## src/rtl/servant_gpio_bank.sv

```systemverilog
// servant_gpio_bank: WIDTH-pin GPIO peripheral on a Wishbone slave slot.
// Per-pin direction, synchronised inputs, rise/fall edge detection with
// sticky pending bits and a single level interrupt (OR of pending bits).
//
// Handshake: a request is i_wb_cyc sampled high while o_wb_ack is low.
// Every request is acknowledged with a one-cycle o_wb_ack on the next edge.
// Write side effects and the registered read data land on that same edge.
// The master must drop i_wb_cyc after ack, so each access takes 2 clocks.
module servant_gpio_bank #(
  parameter int               WIDTH          = 8,
  parameter int               SYNC_STAGES    = 2,
  parameter logic [WIDTH-1:0] OUT_RESET      = '0,
  parameter                   RESET_STRATEGY = "MINI"
) (
  input  logic             i_clk,
  input  logic             i_rst,
  input  logic [2:0]       i_wb_adr,
  input  logic [31:0]      i_wb_dat,
  input  logic [3:0]       i_wb_sel,
  input  logic             i_wb_we,
  input  logic             i_wb_cyc,
  output logic [31:0]      o_wb_rdt,
  output logic             o_wb_ack,
  input  logic [WIDTH-1:0] i_gpio,
  output logic [WIDTH-1:0] o_gpio,
  output logic [WIDTH-1:0] o_gpio_oe,
  output logic             o_irq
);

  // "NONE" keeps only the state that must be clean after reset; all other
  // registers come up with whatever they held before.
  localparam bit         LP_FULL_RST = (RESET_STRATEGY == "MINI");
  // Warm-up covers the synchroniser plus the prev stage, so a pin held high
  // through reset cannot appear as a rising edge.
  localparam logic [2:0] LP_WARM_MAX = 3'(SYNC_STAGES + 1);

  localparam logic [2:0] A_OUT  = 3'd0;
  localparam logic [2:0] A_DIR  = 3'd1;
  localparam logic [2:0] A_IN   = 3'd2;
  localparam logic [2:0] A_RISE = 3'd3;
  localparam logic [2:0] A_FALL = 3'd4;
  localparam logic [2:0] A_PEND = 3'd5;
  localparam logic [2:0] A_TGL  = 3'd6;

  logic [WIDTH-1:0] r_out;
  logic [WIDTH-1:0] r_dir;
  logic [WIDTH-1:0] r_rise_en;
  logic [WIDTH-1:0] r_fall_en;
  logic [WIDTH-1:0] r_pend;
  logic [WIDTH-1:0] r_sync [SYNC_STAGES];
  logic [WIDTH-1:0] r_prev;
  logic [2:0]       r_warm;
  logic             r_ack;
  logic [31:0]      r_rdt;

  logic             w_req;
  logic             w_wr;
  logic [31:0]      w_mask32;
  logic [WIDTH-1:0] w_mask;
  logic [WIDTH-1:0] w_dat;
  logic [WIDTH-1:0] w_in;
  logic [WIDTH-1:0] w_rise;
  logic [WIDTH-1:0] w_fall;
  logic             w_warm_done;
  logic [WIDTH-1:0] w_pend_set;
  logic [WIDTH-1:0] w_pend_clr;
  logic [31:0]      w_rdata;
  logic             w_unused;

  assign w_req    = i_wb_cyc & ~r_ack;
  assign w_wr     = w_req & i_wb_we;
  assign w_mask32 = {{8{i_wb_sel[3]}}, {8{i_wb_sel[2]}},
                     {8{i_wb_sel[1]}}, {8{i_wb_sel[0]}}};
  assign w_mask   = w_mask32[WIDTH-1:0];
  assign w_dat    = i_wb_dat[WIDTH-1:0];
  // Data/lane bits above WIDTH have no register behind them.
  assign w_unused = ^{i_wb_dat, w_mask32};

  assign w_in        = r_sync[SYNC_STAGES-1];
  assign w_rise      = w_in & ~r_prev;
  assign w_fall      = ~w_in & r_prev;
  assign w_warm_done = (r_warm == LP_WARM_MAX);
  assign w_pend_set  = w_warm_done ? ((w_rise & r_rise_en) | (w_fall & r_fall_en))
                                   : '0;
  assign w_pend_clr  = (w_wr && i_wb_adr == A_PEND) ? (w_dat & w_mask) : '0;

  // Read mux: unimplemented bits, TOGGLE and reserved read as zero.
  always_comb begin
    w_rdata = '0;
    case (i_wb_adr)
      A_OUT:   w_rdata[WIDTH-1:0] = r_out;
      A_DIR:   w_rdata[WIDTH-1:0] = r_dir;
      A_IN:    w_rdata[WIDTH-1:0] = w_in;
      A_RISE:  w_rdata[WIDTH-1:0] = r_rise_en;
      A_FALL:  w_rdata[WIDTH-1:0] = r_fall_en;
      A_PEND:  w_rdata[WIDTH-1:0] = r_pend;
      default: w_rdata = '0;
    endcase
  end

  // Input synchroniser chain and previous-value stage for edge detection.
  always_ff @(posedge i_clk) begin
    if (i_rst) begin
      if (LP_FULL_RST) begin
        for (int k = 0; k < SYNC_STAGES; k++) r_sync[k] <= '0;
        r_prev <= '0;
      end
    end else begin
      r_sync[0] <= i_gpio;
      for (int k = 1; k < SYNC_STAGES; k++) r_sync[k] <= r_sync[k-1];
      r_prev <= w_in;
    end
  end

  // Warm-up counter: saturates once the synchroniser holds real pin data.
  always_ff @(posedge i_clk) begin
    if (i_rst) begin
      r_warm <= '0;
    end else if (!w_warm_done) begin
      r_warm <= r_warm + 3'd1;
    end
  end

  // Sticky pending bits: a new enabled edge wins over a same-cycle W1C.
  always_ff @(posedge i_clk) begin
    if (i_rst) begin
      r_pend <= '0;
    end else begin
      r_pend <= (r_pend & ~w_pend_clr) | w_pend_set;
    end
  end

  // Bus handshake and registered read data.
  always_ff @(posedge i_clk) begin
    if (i_rst) begin
      r_ack <= 1'b0;
      if (LP_FULL_RST) r_rdt <= '0;
    end else begin
      r_ack <= w_req;
      if (w_req) r_rdt <= w_rdata;
    end
  end

  // Byte-masked writes to the control registers; TOGGLE flips OUT bits.
  always_ff @(posedge i_clk) begin
    if (i_rst) begin
      if (LP_FULL_RST) begin
        r_out     <= OUT_RESET;
        r_dir     <= '0;
        r_rise_en <= '0;
        r_fall_en <= '0;
      end
    end else if (w_wr) begin
      case (i_wb_adr)
        A_OUT:   r_out     <= (r_out & ~w_mask) | (w_dat & w_mask);
        A_DIR:   r_dir     <= (r_dir & ~w_mask) | (w_dat & w_mask);
        A_RISE:  r_rise_en <= (r_rise_en & ~w_mask) | (w_dat & w_mask);
        A_FALL:  r_fall_en <= (r_fall_en & ~w_mask) | (w_dat & w_mask);
        A_TGL:   r_out     <= r_out ^ (w_dat & w_mask);
        default: ;
      endcase
    end
  end

  assign o_wb_ack  = r_ack;
  assign o_wb_rdt  = r_rdt;
  assign o_gpio    = r_out;
  assign o_gpio_oe = r_dir;
  assign o_irq     = |r_pend;

endmodule

```

## config.mk

```make
export PLATFORM = sky130hd
export DESIGN_NAME = servant_gpio_bank
export DESIGN_NICKNAME = d
export VERILOG_FILES = /design/src/rtl/servant_gpio_bank.sv
export SDC_FILE = /design/constraint.sdc
export NUM_CORES = 1
export LEC_CHECK = 0
export BUFFER_PORTS_ARGS = -buffer_cell sky130_fd_sc_hd__buf_4
export CAP_MARGIN = 20
export CELL_PAD_IN_SITES_DETAIL_PLACEMENT = 1
export CELL_PAD_IN_SITES_GLOBAL_PLACEMENT = 2
export CORE_UTILIZATION = 34
export CTS_CLUSTER_SIZE = 30
export DETAILED_ROUTE_END_ITERATION = 10
export GPL_ROUTABILITY_DRIVEN = 1
export PLACE_DENSITY = 0.84
export SLEW_MARGIN = 0
export SYNTH_ARGS = -nofsm -noshare
export SYNTH_HDL_FRONTEND = slang
export SYNTH_SLANG_ARGS = --single-unit
```

## constraint.sdc

```tcl
create_clock -name i_clk -period 3.1 [get_ports i_clk]
set_input_delay 0.62 -clock i_clk [delete_from_list [all_inputs] [get_ports i_clk]]
set_output_delay 0.62 -clock i_clk [all_outputs]
set_load 0.05 [all_outputs]
```

# After elaboration in Yosys (flattened, before gate mapping)
# Memory sizes are Yosys's and may differ from the RTL's.
# Index checks and enable logic that the tools add are counted.
dict set report word_totals {
  regBits 60
  latchBits 0
  mem_bits_rw 16
  rom_bits 0
  inputBits 51
  out_inout_bits 50
  elab_cells 61
  memories 1
}
# name words word_bits rd rd_clocked_by_memory_dff wr line_no
set memory_table {}
lappend memory_table {r_sync 2 8 2 0 2 50} ;# logic [WIDTH-1:0] r_sync [SYNC_STAGES];
dict set report classes {
  n_addsub 1
  n_mul 0
  div_mod_pow 0
  n_lt_le_gt_ge 0
  n_eq_ne 7
  shifts 0
  n_mux 9
  bitwise 26
  n_reduce_logical 8
}
# cell n
set ops {}
lappend ops {{bitwise AND 8 bit} 10}
lappend ops {{bitwise OR 8 bit} 6}
lappend ops {{case mux 8 bit (6 select lines)} 1}
lappend ops {{2-to-1 mux 8 bit} 4}
lappend ops {{NOT 8 bit} 4}
lappend ops {{case mux 8 bit (2 select lines)} 1}
lappend ops {{== test 3 x 2 -> 1 bit (second input constant)} 3}
lappend ops {{== test 3 bit (second input constant)} 3}
lappend ops {{AND reduction 2 bit} 4}
lappend ops {{OR reduction 8 bit} 1}
lappend ops {{bitwise XOR 8 bit} 1}
lappend ops {{adder 3 x 1 -> 3 bit (second input constant)} 1}
lappend ops {{== test 3 x 1 -> 1 bit (second input constant)} 1}
lappend ops {{logical NOT 3 bit} 1}
lappend ops {{2-to-1 mux 1 bit} 3}
lappend ops {{bitwise AND 1 bit} 2}
lappend ops {{bitwise OR 1 bit} 2}
lappend ops {{nonzero test 2 bit} 1}
lappend ops {{logical AND 1 bit} 1}
lappend ops {{NOT 1 bit} 1}

# Logic depth before layout (Yosys ltp)
dict set report depth {
  ltp_word 8
  mapped_depth 6
  depth_no_buf 5
}

# Worst setup path after synthesis
# No wires, ideal clock.
dict set report synth_path {
  kind {input to register}
  start {in i_wb_adr[1]}
  end {reg (tool-made name)}
  setup_time_ps 138
  arrival_time_ps 1479
  t_required_ps 2962
  path_slack_ps 1484
  cell_stages 5
  n_path_buf 2
  path_cell_list {buf_4 -> or3_1 -> buf_2 -> a22oi_1 -> o221ai_1}
}
# element line_no
set synth_lines {}
lappend synth_lines {{start: declaration} 17} ;# input logic [2:0] i_wb_adr,

# Worst setup path after layout
dict set report layout_path {
  start {reg r_pend[1]}
  end {out o_irq}
}
dict set report layout_via {
  elab_chain_cells 1
}
# element line_no
set layout_lines {}
lappend layout_lines {{start: declaration} 49} ;# logic [WIDTH-1:0] r_pend;
lappend layout_lines {{start signal: assignment} 129} ;# r_pend <= (r_pend & ~w_pend_clr) | w_pend_set;
lappend layout_lines {{OR reduction 8 bit} 169} ;# assign o_irq = |r_pend;
lappend layout_lines {{end: declaration} 27} ;# output logic o_irq
# Every way passes these cells.

==> results by group <==
Outcome
  – Status: finished, final reports clean

Global routing
  – Vias in the first global route: roughly 3,100
  – Initial antenna violation count: 0
  – GRT Util Overall: roughly a fifth
  – Largest net degree at the start of global routing: 47
  – First-pass GRT wire length: ~16 mm
  – GR Overflow Total: 0

Setup path
  – Critical path type: reg -> out
  – WP data required: 2.48 ns
  – CP endpoint kind: output port
  – Worst EP arrival: 1.44 ns
  – Crit Path Max Fanout: 3
  – Crit path launch type: register

Clock tree
  – TritonCTS Buffers: 9
  – Sink Count: 76
  – Post-CTS Setup Bufs: 0
  – Clk slew on worst S/H paths: 0.08 ns
  – CTS tree: yes
  – CTS Hold Bufs: 0
  – Post_cts resized: 0
  – Clock latency on the worst-skew pair: between 0.3 and 0.4 ns
  – H-tree depth: 3
  – Worst-case clock buffer depth: 2
  – Root Driver: clkbuf_8

Final layout
  – Multi-input gate area: 1908 sq um
  – Final Net Count: 478
  – Most common cell after layout, fill and taps aside: dfxtp_1
  – Area growth, synth to finish: 14.67%
  – Fill count: 1,237
  – Antenna diodes: 0
  – Layout cells sized above 1: 20.98%
  – Storage element area: 1521 sq um
  – Commonest non-fill, non-tap cells in the layout: 76 x dfxtp_1, 55 x buf_4, 41 x nand2_1

Power and ir drop
  – Worst VDD drop: 0.2623 mV
  – P per Cell Area: 533.4 nW/um^2
  – Total power: about 0.0023 W
  – LEAKAGE: about 1.7 nW

Placement
  – RD Place Congestion: 0.7839
  – DP Wirelength: 7.152 mm
  – Number of port buffers: 49

Routing
  – Routed WL: 10.39 mm
  – Initial drt markers: 141
  – Routed WL per cell: 18.39 um
  – Via/cell ratio: 5.382
  – DRC: 0
  – DR pass1 iterations: 4
  – Antenna viol nets, final: 0
  – Via count: roughly 3,000

Die
  – Die footprint: approximately 11,000 sq um
  – Initial Util: 35.53%
  – I/O Pins: 101
  – Std cell rows: 37
  – Horiz. Die Dim: 106.3 um
  – CORE AREA: approximately 10,000 sq um
  – Die Ht: 106.3 um

STA
  – Worst-margin pin slew: slightly above 0.7 ns
  – Final TNS setup: 0 ns
  – Fmax achieved: between 0.4 and 0.5 GHz
  – Final setup viols: 0
  – Fin. Hold Viols: 0
  – Final period utilization: 66.47%
  – Unrepaired setup endpoints after global routing: false
  – Minimum clock period: 2.061 ns
  – Layout Skew: 0.01318 ns
  – Slew margin rel.: between 50% and 60%
  – Fin. max-slew vios: 0

Logic synthesis
  – Yosys Warn Count: 0
  – Post-synthesis sequential area ratio: 41.11%
  – Post-synth EDFFs: 0
  – Share of flip-flops with an asynchronous set or reset: 0%
  – Ys flop type: dfxtp_1
  – Cell area after synthesis: 3701 sq um
  – Synth unique cells: between 40 and 50
  – Post-synthesis register bit count: 76
  – Post-synthesis cell count: 389
  – Average cell area after synthesis: 9.514 sq um

Run
  – Max cap viols: 0

Min path
  – Hold crit path type: reg -> reg
==> critical path, cell delays in order, from the launching register on <==
cell	delay, ns
dfxtp_1	0.33
nor4_1	0.41
nand2_1	0.14
buf_4	0.22
==> worst paths after layout <==
check,startpoint,to,slack (ns),cells past startpoint
min,r_sync[0][6],r_sync[0][14],0.44,1
max reg2reg,o_wb_ack,r_pend[3],1.41,4
min reg2reg,r_sync[0][6],r_sync[0][14],0.44,1
max,r_pend[1],o_irq,1.04,3
==> Yosys cell counts, types with 2 or more instances <==
| library cell | n | area share (%) |
|---|---|---|
| o2111ai_1 | 8 | 1.9 |
| clkbuf_1 | 10 | 1.0 |
| inv_1 | 2 | 0.20 |
| nand3b_1 | 9 | 1.8 |
| o31ai_1 | 2 | 0.41 |
| o32ai_1 | 2 | 0.47 |
| a21oi_1 | 14 | 1.9 |
| buf_4 | 32 | 6.5 |
| nand2_1 | 41 | 4.2 |
| buf_2 | 7 | 0.95 |
| a32oi_1 | 2 | 0.47 |
| nor4bb_1 | 9 | 2.4 |
| nor4_1 | 2 | 0.34 |
| nand2b_1 | 3 | 0.51 |
| nor2_1 | 5 | 0.51 |
| dfxtp_1 | 76 | 41 |
| nand4_1 | 8 | 1.4 |
| buf_6 | 3 | 0.91 |
| a22oi_1 | 9 | 1.8 |
| ha_1 | 2 | 0.68 |
| a32o_1 | 8 | 2.2 |
| o221ai_1 | 8 | 1.9 |
| mux2i_1 | 29 | 7.8 |
| nand3_1 | 8 | 1.1 |
| o22ai_1 | 2 | 0.34 |
| mux2_2 | 10 | 3.0 |
| nor2b_1 | 36 | 6.1 |
| o21ai_0 | 22 | 3.0 |
| nand3_2 | 2 | 0.54 |
| o221a_2 | 4 | 1.2 |
==> per-stage QoR <==
| step | util [%] | instances | setup slack [ns] | cell area [sq um] | hold slack, ns |
|---|---|---|---|---|---|
| floorplan | - | 412 | 1.484 | 3787 | 0.4138 |
| global placement | 38.59 | 550 | 0.7812 | 4020 | 0.4208 |
| detailed placement | 38.59 | 550 | 0.7228 | 4020 | 0.4263 |
| CTS | 40.74 | 565 | 1.058 | 4244 | 0.4458 |
| global route | 40.74 | 565 | 0.9641 | 4244 | 0.4587 |
| finish | 40.74 | 565 | 1.039 | 4244 | 0.4414 |
==> layout make-up <==
cell class                      instances  area share [%]
Multi-Input combinational cell        281           44.96
Timing Repair Buffer                   55           9.729
Tap cell                              136           4.009
Clock inverter                          4           1.710
Sequential cell                        76           35.85
Clock buffer                           11           3.567
Inverter                                2          0.1769
==> power breakdown <==
part           total, W  switching [W]  internal, W
clock          0.000858       0.000366     0.000492
sequential      0.00105      0.0000311      0.00101
combinational  0.000360       0.000252     0.000108
==> routing by layer <==
metal  global-route usage [%]  share of wire [%]
met1                    22.77                 44
met2                    32.93                 51
met3                    4.292                4.4
met4                    4.663                1.0
met5                        0                  0
==> kinds of logic after synthesis <==
| group | Yosys count | synth area share [%] |
|---|---|---|
| other cells | 1 | 0.1013 |
| simple gates | 131 | 21.06 |
| buf+inv | 55 | 9.669 |
| xor+xnor | 1 | 0.2367 |
| mux | 39 | 10.89 |
| fa+ha+maj | 2 | 0.6760 |
| flops | 76 | 41.11 |
| compound gates | 84 | 16.26 |
No activity file was read; power rests on OpenSTA's default activity.
